### config.mk
export PLATFORM = sky130hd
export DESIGN_NAME = cv32e40x_xif_offloader_flat
export DESIGN_NICKNAME = d
export VERILOG_FILES = /design/src/rtl/cv32e40x_pkg.sv /design/src/rtl/if_xif.sv /design/src/rtl/cv32e40x_xif_offloader.sv /design/src/flat_wrapper.sv
export SDC_FILE = /design/constraint.sdc
export NUM_CORES = 1
export LEC_CHECK = 0
export ABC_CLOCK_PERIOD_IN_PS = 2800
export CORE_ASPECT_RATIO = 0.9
export CORE_MARGIN = 2
export CORE_UTILIZATION = 45
export CTS_BUF_LIST = sky130_fd_sc_hd__clkbuf_2
export DETAILED_ROUTE_END_ITERATION = 12
export PLACE_DENSITY = 0.95
export SLEW_MARGIN = 20
export SYNTH_ARGS = -nofsm -noshare
export SYNTH_HDL_FRONTEND = slang
export SYNTH_SLANG_ARGS = --single-unit
### constraint.sdc
create_clock -name clk_i -period 2.8 [get_ports clk_i]
set_input_delay 0.56 -clock clk_i [delete_from_list [all_inputs] [get_ports clk_i]]
set_output_delay 0.56 -clock clk_i [all_outputs]
set_load 0.02 [all_outputs]
### src/rtl/cv32e40x_pkg.sv
// Shared types for the X-interface offloader: FSM state encoding and the
// opcode constants used when building offloadable instructions.
package cv32e40x_pkg;

  typedef enum logic [1:0] {
    XIF_IDLE     = 2'd0,
    XIF_ISSUE    = 2'd1,
    XIF_COMMIT   = 2'd2,
    XIF_WAIT_RES = 2'd3
  } xif_offl_state_e;

  localparam logic [6:0] OPCODE_OP       = 7'h33;
  localparam logic [6:0] OPCODE_CUSTOM_0 = 7'h0B;
  localparam logic [6:0] OPCODE_CUSTOM_1 = 7'h2B;

  // aes32esi with bs/rs1/rs2/rd all zero; OR register fields in as needed
  localparam logic [31:0] INSTR_AES32ESI = 32'h2200_0033;

endpackage

### src/rtl/if_xif.sv
// CPU/coprocessor X-interface: issue, commit and result channels.
interface if_xif #(
  parameter int unsigned X_ID_WIDTH  = 4,
  parameter int unsigned X_RFR_WIDTH = 32,
  parameter int unsigned X_NUM_RS    = 2
);

  typedef struct packed {
    logic [31:0]                          instr;
    logic [X_ID_WIDTH-1:0]                id;
    logic [X_NUM_RS-1:0][X_RFR_WIDTH-1:0] rs;
    logic [2:0]                           rs_valid;
  } x_issue_req_t;

  typedef struct packed {
    logic accept;
    logic writeback;
  } x_issue_resp_t;

  typedef struct packed {
    logic [X_ID_WIDTH-1:0] id;
    logic                  commit_kill;
  } x_commit_t;

  typedef struct packed {
    logic [X_ID_WIDTH-1:0]  id;
    logic [X_RFR_WIDTH-1:0] data;
    logic [4:0]             rd;
    logic                   we;
  } x_result_t;

  logic          issue_valid;
  logic          issue_ready;
  x_issue_req_t  issue_req;
  x_issue_resp_t issue_resp;

  logic          commit_valid;
  x_commit_t     commit;

  logic          result_valid;
  logic          result_ready;
  x_result_t     result;

  modport cpu_issue  (output issue_valid, issue_req, input issue_ready, issue_resp);
  modport cpu_commit (output commit_valid, commit);
  modport cpu_result (input result_valid, result, output result_ready);

endinterface

### src/rtl/cv32e40x_xif_offloader.sv
// Single-outstanding X-interface offloader: issues one instruction, commits
// or kills it, then waits (bounded) for its result and writes it back.
module cv32e40x_xif_offloader
  import cv32e40x_pkg::*;
#(
  parameter int unsigned X_ID_WIDTH     = 4,
  parameter int unsigned X_RFR_WIDTH    = 32,
  parameter int unsigned TIMEOUT_CYCLES = 255
) (
  input  logic                   clk_i,
  input  logic                   rst_n,
  input  logic                   req_valid_i,
  output logic                   req_ready_o,
  input  logic [31:0]            instr_i,
  input  logic [X_RFR_WIDTH-1:0] rs1_i,
  input  logic [X_RFR_WIDTH-1:0] rs2_i,
  input  logic                   kill_i,
  output logic                   wb_valid_o,
  output logic [4:0]             wb_rd_o,
  output logic [X_RFR_WIDTH-1:0] wb_data_o,
  output logic                   illegal_o,
  output logic                   error_o,
  if_xif.cpu_issue               xif_issue,
  if_xif.cpu_commit              xif_commit,
  if_xif.cpu_result              xif_result
);

  localparam int unsigned  TW       = (TIMEOUT_CYCLES < 2) ? 1 : $clog2(TIMEOUT_CYCLES);
  localparam logic [TW-1:0] TMO_LAST = TW'(TIMEOUT_CYCLES - 1);

  xif_offl_state_e        state_q, state_d;
  logic [31:0]            instr_q;
  logic [X_RFR_WIDTH-1:0] rs1_q, rs2_q;
  logic [X_ID_WIDTH-1:0]  id_q, id_cnt_q;
  logic                   kill_pend_q, accept_q, wb_q, alive_q;
  logic [TW-1:0]          tmo_cnt_q;

  logic issue_hs, commit_kill, res_hit, res_stray, tmo_hit;

  assign issue_hs    = (state_q == XIF_ISSUE) && xif_issue.issue_ready;
  assign commit_kill = !accept_q || kill_pend_q || kill_i;
  assign res_hit     = (state_q == XIF_WAIT_RES) && xif_result.result_valid &&
                       (xif_result.result.id == id_q);
  // alive_q keeps result_ready/error low while reset is held
  assign res_stray   = alive_q && xif_result.result_valid && !res_hit;
  assign tmo_hit     = (state_q == XIF_WAIT_RES) && (tmo_cnt_q == TMO_LAST) &&
                       !res_hit && !kill_i;

  assign req_ready_o                  = (state_q == XIF_IDLE);
  assign xif_issue.issue_valid        = (state_q == XIF_ISSUE);
  assign xif_issue.issue_req.instr    = instr_q;
  assign xif_issue.issue_req.id       = id_q;
  assign xif_issue.issue_req.rs       = {rs2_q, rs1_q};
  assign xif_issue.issue_req.rs_valid = 3'b011;

  assign xif_commit.commit_valid       = (state_q == XIF_COMMIT);
  assign xif_commit.commit.id          = id_q;
  assign xif_commit.commit.commit_kill = commit_kill;

  // Results offered outside WAIT_RES are drained so the coprocessor never stalls
  assign xif_result.result_ready = alive_q &&
                                   ((state_q == XIF_WAIT_RES) || xif_result.result_valid);

  assign illegal_o = (state_q == XIF_COMMIT) && !accept_q;
  assign error_o   = res_stray || tmo_hit;

  always_comb begin
    state_d = state_q;
    case (state_q)
      XIF_IDLE:     if (req_valid_i) state_d = XIF_ISSUE;
      XIF_ISSUE:    if (xif_issue.issue_ready) state_d = XIF_COMMIT;
      XIF_COMMIT:   state_d = (accept_q && wb_q && !commit_kill) ? XIF_WAIT_RES : XIF_IDLE;
      XIF_WAIT_RES: if (kill_i || res_hit || tmo_hit) state_d = XIF_IDLE;
      default:      state_d = XIF_IDLE;
    endcase
  end

  always_ff @(posedge clk_i or negedge rst_n) begin
    if (!rst_n) begin
      state_q     <= XIF_IDLE;
      alive_q     <= 1'b0;
      instr_q     <= '0;
      rs1_q       <= '0;
      rs2_q       <= '0;
      id_q        <= '0;
      id_cnt_q    <= '0;
      kill_pend_q <= 1'b0;
      accept_q    <= 1'b0;
      wb_q        <= 1'b0;
      tmo_cnt_q   <= '0;
    end else begin
      state_q <= state_d;
      alive_q <= 1'b1;
      if ((state_q == XIF_IDLE) && req_valid_i) begin
        instr_q     <= instr_i;
        rs1_q       <= rs1_i;
        rs2_q       <= rs2_i;
        id_q        <= id_cnt_q;
        kill_pend_q <= 1'b0;
      end
      // A kill during ISSUE must still reach the commit after the handshake
      if ((state_q == XIF_ISSUE) && kill_i) kill_pend_q <= 1'b1;
      if (issue_hs) begin
        accept_q <= xif_issue.issue_resp.accept;
        wb_q     <= xif_issue.issue_resp.writeback;
        id_cnt_q <= id_cnt_q + 1'b1;
      end
      if (state_q == XIF_COMMIT)        tmo_cnt_q <= '0;
      else if (state_q == XIF_WAIT_RES) tmo_cnt_q <= tmo_cnt_q + 1'b1;
    end
  end

  always_ff @(posedge clk_i or negedge rst_n) begin
    if (!rst_n) begin
      wb_valid_o <= 1'b0;
      wb_rd_o    <= '0;
      wb_data_o  <= '0;
    end else begin
      wb_valid_o <= 1'b0;
      if (res_hit && !kill_i && xif_result.result.we) begin
        wb_valid_o <= 1'b1;
        wb_rd_o    <= xif_result.result.rd;
        wb_data_o  <= xif_result.result.data;
      end
    end
  end

endmodule

### src/flat_wrapper.sv
// flat-port wrapper written by rule: the top's interface ports become plain ports
module cv32e40x_xif_offloader_flat import cv32e40x_pkg::*;
#(
  parameter int unsigned X_ID_WIDTH     = 4,
  parameter int unsigned X_RFR_WIDTH    = 32,
  parameter int unsigned TIMEOUT_CYCLES = 255
)
  (clk_i, rst_n, req_valid_i, req_ready_o, instr_i, rs1_i, rs2_i, kill_i, wb_valid_o, wb_rd_o, wb_data_o, illegal_o, error_o, xif_issue_issue_valid, xif_issue_issue_req, xif_issue_issue_ready, xif_issue_issue_resp, xif_commit_commit_valid, xif_commit_commit, xif_result_result_valid, xif_result_result, xif_result_result_ready);
  if_xif #(.X_ID_WIDTH(X_ID_WIDTH), .X_RFR_WIDTH(X_RFR_WIDTH)) xif_issue_i ();
  if_xif #(.X_ID_WIDTH(X_ID_WIDTH), .X_RFR_WIDTH(X_RFR_WIDTH)) xif_commit_i ();
  if_xif #(.X_ID_WIDTH(X_ID_WIDTH), .X_RFR_WIDTH(X_RFR_WIDTH)) xif_result_i ();
  input  logic clk_i;
  input  logic rst_n;
  input  logic req_valid_i;
  output logic req_ready_o;
  input  logic [31:0] instr_i;
  input  logic [X_RFR_WIDTH-1:0] rs1_i;
  input  logic [X_RFR_WIDTH-1:0] rs2_i;
  input  logic kill_i;
  output logic wb_valid_o;
  output logic [4:0] wb_rd_o;
  output logic [X_RFR_WIDTH-1:0] wb_data_o;
  output logic illegal_o;
  output logic error_o;
  output wire logic [$bits(xif_issue_i.issue_valid)-1:0] xif_issue_issue_valid;
  output wire logic [$bits(xif_issue_i.issue_req)-1:0] xif_issue_issue_req;
  input wire logic [$bits(xif_issue_i.issue_ready)-1:0] xif_issue_issue_ready;
  input wire logic [$bits(xif_issue_i.issue_resp)-1:0] xif_issue_issue_resp;
  output wire logic [$bits(xif_commit_i.commit_valid)-1:0] xif_commit_commit_valid;
  output wire logic [$bits(xif_commit_i.commit)-1:0] xif_commit_commit;
  input wire logic [$bits(xif_result_i.result_valid)-1:0] xif_result_result_valid;
  input wire logic [$bits(xif_result_i.result)-1:0] xif_result_result;
  output wire logic [$bits(xif_result_i.result_ready)-1:0] xif_result_result_ready;
  assign xif_issue_issue_valid = xif_issue_i.issue_valid;
  assign xif_issue_issue_req = xif_issue_i.issue_req;
  assign xif_issue_i.issue_ready = xif_issue_issue_ready;
  assign xif_issue_i.issue_resp = xif_issue_issue_resp;
  assign xif_commit_commit_valid = xif_commit_i.commit_valid;
  assign xif_commit_commit = xif_commit_i.commit;
  assign xif_result_i.result_valid = xif_result_result_valid;
  assign xif_result_i.result = xif_result_result;
  assign xif_result_result_ready = xif_result_i.result_ready;
  cv32e40x_xif_offloader #(.X_ID_WIDTH(X_ID_WIDTH), .X_RFR_WIDTH(X_RFR_WIDTH), .TIMEOUT_CYCLES(TIMEOUT_CYCLES)) u_core (.clk_i(clk_i), .rst_n(rst_n), .req_valid_i(req_valid_i), .req_ready_o(req_ready_o), .instr_i(instr_i), .rs1_i(rs1_i), .rs2_i(rs2_i), .kill_i(kill_i), .wb_valid_o(wb_valid_o), .wb_rd_o(wb_rd_o), .wb_data_o(wb_data_o), .illegal_o(illegal_o), .error_o(error_o), .xif_issue(xif_issue_i), .xif_commit(xif_commit_i), .xif_result(xif_result_i));
endmodule
## Yosys cells after proc, flatten, opt, wreduce, memory -nomap -nowiden

Index checks and enable logic that the tools add are counted.

- Bits in registers: 156
- Bits in latches: 0
- RAM bits: 0
- Bits in read-only memories: 0
- Input port bits: 146
- Output and inout port bits: 152
- Logic and storage cells: 64
- Memories kept: 0

- Add/subtract/negate cells: 2
- Multipliers: 0
- Divide/modulo/power cells: 0
- Order comparisons: 0
- Eq/ne operators: 8
- Shift operators: 0
- Multiplexer cells: 10
- Bitwise gates (word level): 0
- Reductions and logical operators: 30

Operators with widths:

| kind | number |
|---|---|
| 1-bit logical AND | 16 |
| 8-bit 2-to-1 mux | 2 |
| 8-bit by 1-bit adder with 8-bit output, second input constant | 1 |
| 8-bit == test, second input constant | 1 |
| 2-bit 2-to-1 mux | 4 |
| 2-bit case mux with 4 select lines | 1 |
| 1-bit logical OR | 6 |
| 4-bit by 1-bit adder with 4-bit output, second input constant | 1 |
| 2-bit == test, second input constant | 2 |
| 4-bit == test | 1 |
| 1-bit logical NOT | 4 |
| 2-bit inequality test, second input constant | 2 |
| 2-bit nonzero test | 2 |
| 1-bit 2-to-1 mux | 3 |
| 3-bit AND reduction | 1 |
| 2-bit by 1-bit == test with 1-bit output, second input constant | 1 |
| 2-bit logical NOT | 1 |
| 2-bit by 1-bit inequality test with 1-bit output, second input constant | 1 |

## Depth between registers and ports, before layout

- Word-level depth: 9
- Mapped depth: 6
- Gate-level depth less buffers: 6

## Worst setup path after synthesis

Ideal clock, no wire load.

- Kind: flip-flop to output port
- Start point: register u_core.tmo_cnt_q[0]
- End point: output error_o
- Data arrival time: 1.406 ns
- Data required time: 2.240 ns
- Slack: 0.834 ns
- Cell stages (with the launch flop): 7
- Buffers on the path: 0
- Cells stage by stage: dfrtp_1 > inv_1 > ha_1 > nand2_1 > or3_1 > o31ai_1 > o31a_1

- Word-level cells in the longest chain between the ends: 5

Ends and longest elaborated chain:

| item | RTL line | RTL |
|---|---|---|
| from (decl) | cv32e40x_xif_offloader.sv:36 | `logic [TW-1:0] tmo_cnt_q;` |
| from (signal assigned) | cv32e40x_xif_offloader.sv:109 | `else if (state_q == XIF_WAIT_RES) tmo_cnt_q <= tmo_cnt_q + 1'b1;` |
| 8-bit == test | cv32e40x_xif_offloader.sv:46 | `assign tmo_hit = (state_q == XIF_WAIT_RES) && (tmo_cnt_q == TMO_LAST) &&` |
| 1-bit logical AND (2 in a row) | cv32e40x_xif_offloader.sv:46 |  |
| 1-bit logical AND | cv32e40x_xif_offloader.sv:47 | `!res_hit && !kill_i;` |
| 1-bit logical OR | cv32e40x_xif_offloader.sv:65 | `assign error_o = res_stray \|\| tmo_hit;` |
| to (decl) | flat_wrapper.sv:24 | `output logic error_o;` |

Every way passes these cells.

## Worst setup path in the final report

Ends and elaborated chain as after synthesis.

==> impl_metrics.py <==
metrics = {
    "cells_and_area": {
        "layout.cells.non_filler": 878,
        "final_nets": 847,
        "area_growth_pct": 54.2,
        "drive_gt1_share_pct": 26.6,
        "fillers": 853,
        "diodes": 0,
    },
    "routing": {
        "firstDrtPassIters": 4,
        "drc": 0,
        "ant_nets": 0,
        "drtIter0Drc": 189,
        "routedWlPerCell_um": 17.8,
        "viasPerCell": 4.93,
        "vias": 4326,
        "routed_wl_mm": 15.6,
    },
    "grt": {
        "grt_pass1_wl_mm": 24.0,
        "antenna_found_initial": 0,
        "grt_max_degree": 67,
        "grt_use_met3_pct": 7.82,
        "busiest_layer": "met2",
        "grt.total_usage_pct": 21.2,
        "gr-total-overflow": 0,
        "first_global_vias": 4641,
        "met1_usage_pct": 24.4,
        "use_met2_pct": 36.6,
    },
    "worst_setup_path": {
        "crit_required_ns": 2.24,
        "end_kind": "primary output",
        "worst-path-max-fanout": 2,
        "ff2ff_setup_slack_ns": 0.70,
        "worstSetupPathType": "register to primary output",
        "reg2reg_from": "u_core.id_q[3]$_DFFE_PN0P_",
        "startpoint": "u_core.tmo_cnt_q[0]$_DFFE_PN0P_",
        "cp.arrival_ns": 2.23,
        "start_kind": "register",
    },
    "yosys": {
        "netlist_area_um2": 6180,
        "synth_cell_types": 30,
        "yosysMostFrequentCell": "dfrtp_1",
        "synth_top_area_share_pct": 63.2,
        "synth_area_leader_cell": "dfrtp_1",
        "synth_top_flop_cell": "dfrtp_1",
        "synth_edf_count": 0,
        "yosys-top-cells-count": "156 x dfrtp_1, 121 x mux2_2, 19 x mux2_4",
        "avgSynthCellArea_um2": 15.7,
        "synth_seq_cells": 156,
        "yosys_warnings": 0,
        "synthCells": 393,
        "async_flop_share_pct": 100,
        "synth_area_leaders": "dfrtp_1 63%, mux2_2 22%, mux2_4 4.6%, buf_4 1.1%, buf_2 0.97%",
        "ys_seq_area_share_pct": 63.2,
    },
    "power": {
        "ir_worst_vdd_mv": 0.709,
        "p_leak_nw": 4.11,
        "power_density_nw_per_um2": 995,
    },
    "clocking": {
        "cts-root-buf": "clkbuf_2",
        "cts_made_buffers": 17,
        "clock_latency_ns": 0.68,
        "cts_tree": "yes",
        "cts_htree_levels": 4,
        "clock_sinks": 156,
        "clkSlewWorstSetupHoldPaths_ns": 0.20,
        "clk_path_buf_depth": 2,
    },
    "sta": {
        "finalHoldViolCount": 0,
        "slew_viol_final": 0,
        "finalCritPeriodShare_pct": 99.6,
        "skew_ns": 0.0209,
        "layout_min_cycle_time_ns": 2.79,
        "setup_tns_ns": 0,
        "max_freq_ghz": 0.359,
        "rsz0062_at_grt": "yes",
        "setup_viol": 0,
    },
    "floorplanning": {
        "die_area_um2": 14700,
        "die_h_um": 115,
        "start_util_pct": 46.2,
        "pin_count": 298,
        "coreArea_um2": 13400,
        "rows": 40,
        "die_width_um": 128,
    },
    "worst_hold_path": {
        "hold_class": "input port to asynchronous set/reset pin",
    },
    "placed_design": {
        "hpwl_mm": 11.8,
        "gp_congestion": 0.767,
        "dp_cells": 843,
        "port_buffers": 294,
    },
    "flow_run": {
        "drv_cap": 0,
    },
    "status": {
        "status": "completed",
    },
}
[path summary, 6_finish.rpt]
path,endpoint,cells past startpoint
max,error_o,7
min,u_core.wb_rd_o[1]$_DFFE_PN0P_,2
max reg2reg,u_core.wb_rd_o[0]$_DFFE_PN0P_,6
min reg2reg,u_core.id_cnt_q[3]$_DFFE_PN0P_,1
max in group asynchronous,u_core.rs2_q[2]$_DFFE_PN0P_,3
min in group clk_i,u_core.instr_q[17]$_DFFE_PN0P_,2
[flip-flops by register name, summed over array words and instances (netlist names), 2 cells and up]
register / count
u_core.rs2_q: 32
u_core.id_q: 4
u_core.instr_q: 32
u_core.id_cnt_q: 4
u_core.wb_rd_o: 5
u_core.rs1_q: 32
u_core.wb_data_o: 32
u_core.tmo_cnt_q: 8
u_core.state_q: 2
[where the power goes]
| group | switching (mW) | internal, mW |
|---|---|---|
| clock network | 0.722 | 0.313 |
| logic | 2.18 | 2.59 |
| registers | 0.546 | 3.13 |
[metrics by stage]
stage	utilization (%)	hold slack (ns)	power [mW]	worst slack, ns	instance area (um2)
after floorplan	-	0.264	6.10	0.834	6180
after global placement	69.5	0.452	8.31	0.0463	9290
after detailed placement	69.5	0.457	8.51	0.0516	9290
after CTS	71.0	0.230	9.57	-0.0724	9490
after global routing	71.3	0.247	9.99	-0.156	9520
final	71.3	0.308	9.48	0.0115	9520
[layout make-up]
cell class / instances / area (um2) / share of cell area, %
tap: 168 / 210 / 2.21
sequential: 156 / 3900 / 41.0
clock buffer: 21 / 105 / 1.10
timing repair buffer: 309 / 3120 / 32.7
multi-input combinational: 209 / 2090 / 22.0
clock inverter: 10 / 76.3 / 0.801
inverter: 5 / 18.8 / 0.197
[cell usage in the layout, fill, tap and decap left out, types with 2 or more instances in the layout]
cell type        synthesis  routed
mux2_2                 121     121
nor2b_1                  4       4
buf_12                   2       4
ha_1                     3       3
o21ai_0                  5       5
clkbuf_2                 0      21
a21oi_1                  4       4
dfrtp_1                156     156
xor2_1                   4       4
mux2_4                  19      19
buf_6                    1       2
xnor2_1                  6       6
conb_1                   2       4
nor2_1                   7       7
dlymetal6s2s_1           0       3
clkinvlp_4               0       2
buf_4                    9      10
clkdlybuf4s50_1          0     288
inv_1                    5       4
nand4_1                  5       5
nand3_1                  6       6
clkinv_1                 0       3
nand2_1                  9       9
clkinv_2                 0       4
or3_1                    3       2
[what timing repair did]
item | CTS | global route
gates resized for setup | 6 | 7
buffers inserted | 2 | 1
pin swaps | 0 | 1
endpoints found under the hold margin | 30 | 0
hold buffers | 1 | 0
setup endpoints to repair | 2 | 4
[routing by layer]
layer  up-vias  part of all wire (%)  routed length (um)
met5         -                     0                   0
met4         0                   2.1                 325
met3        25                   8.5                1320
li1       1978                     -                   -
met1      2127                    38                5880
met2       196                    52                8090
[critical path: stages (launching register included)]
cell     delay, ns
dfrtp_1       0.43
inv_2         0.07
ha_1          0.14
nand2_1       0.05
or3_4         0.33
o31ai_2       0.23
o31a_1        0.18
buf_6         0.12
[cell families (layout without fill, tap and decap cells)]
kind of cell / Yosys count / after routing / share of synthesized area, %
other: 2 / 4 / 0.122
AO/OA/AOI/OAI: 13 / 13 / 1.22
multiplexers: 141 / 141 / 26.8
AND/OR/NAND/NOR: 38 / 38 / 3.34
adder cells (fa/ha/maj): 3 / 3 / 0.608
buffers and inverters: 30 / 345 / 3.26
flip-flops: 156 / 156 / 63.2
XOR/XNOR: 10 / 10 / 1.42
Power figures use the tool's default switching activity.
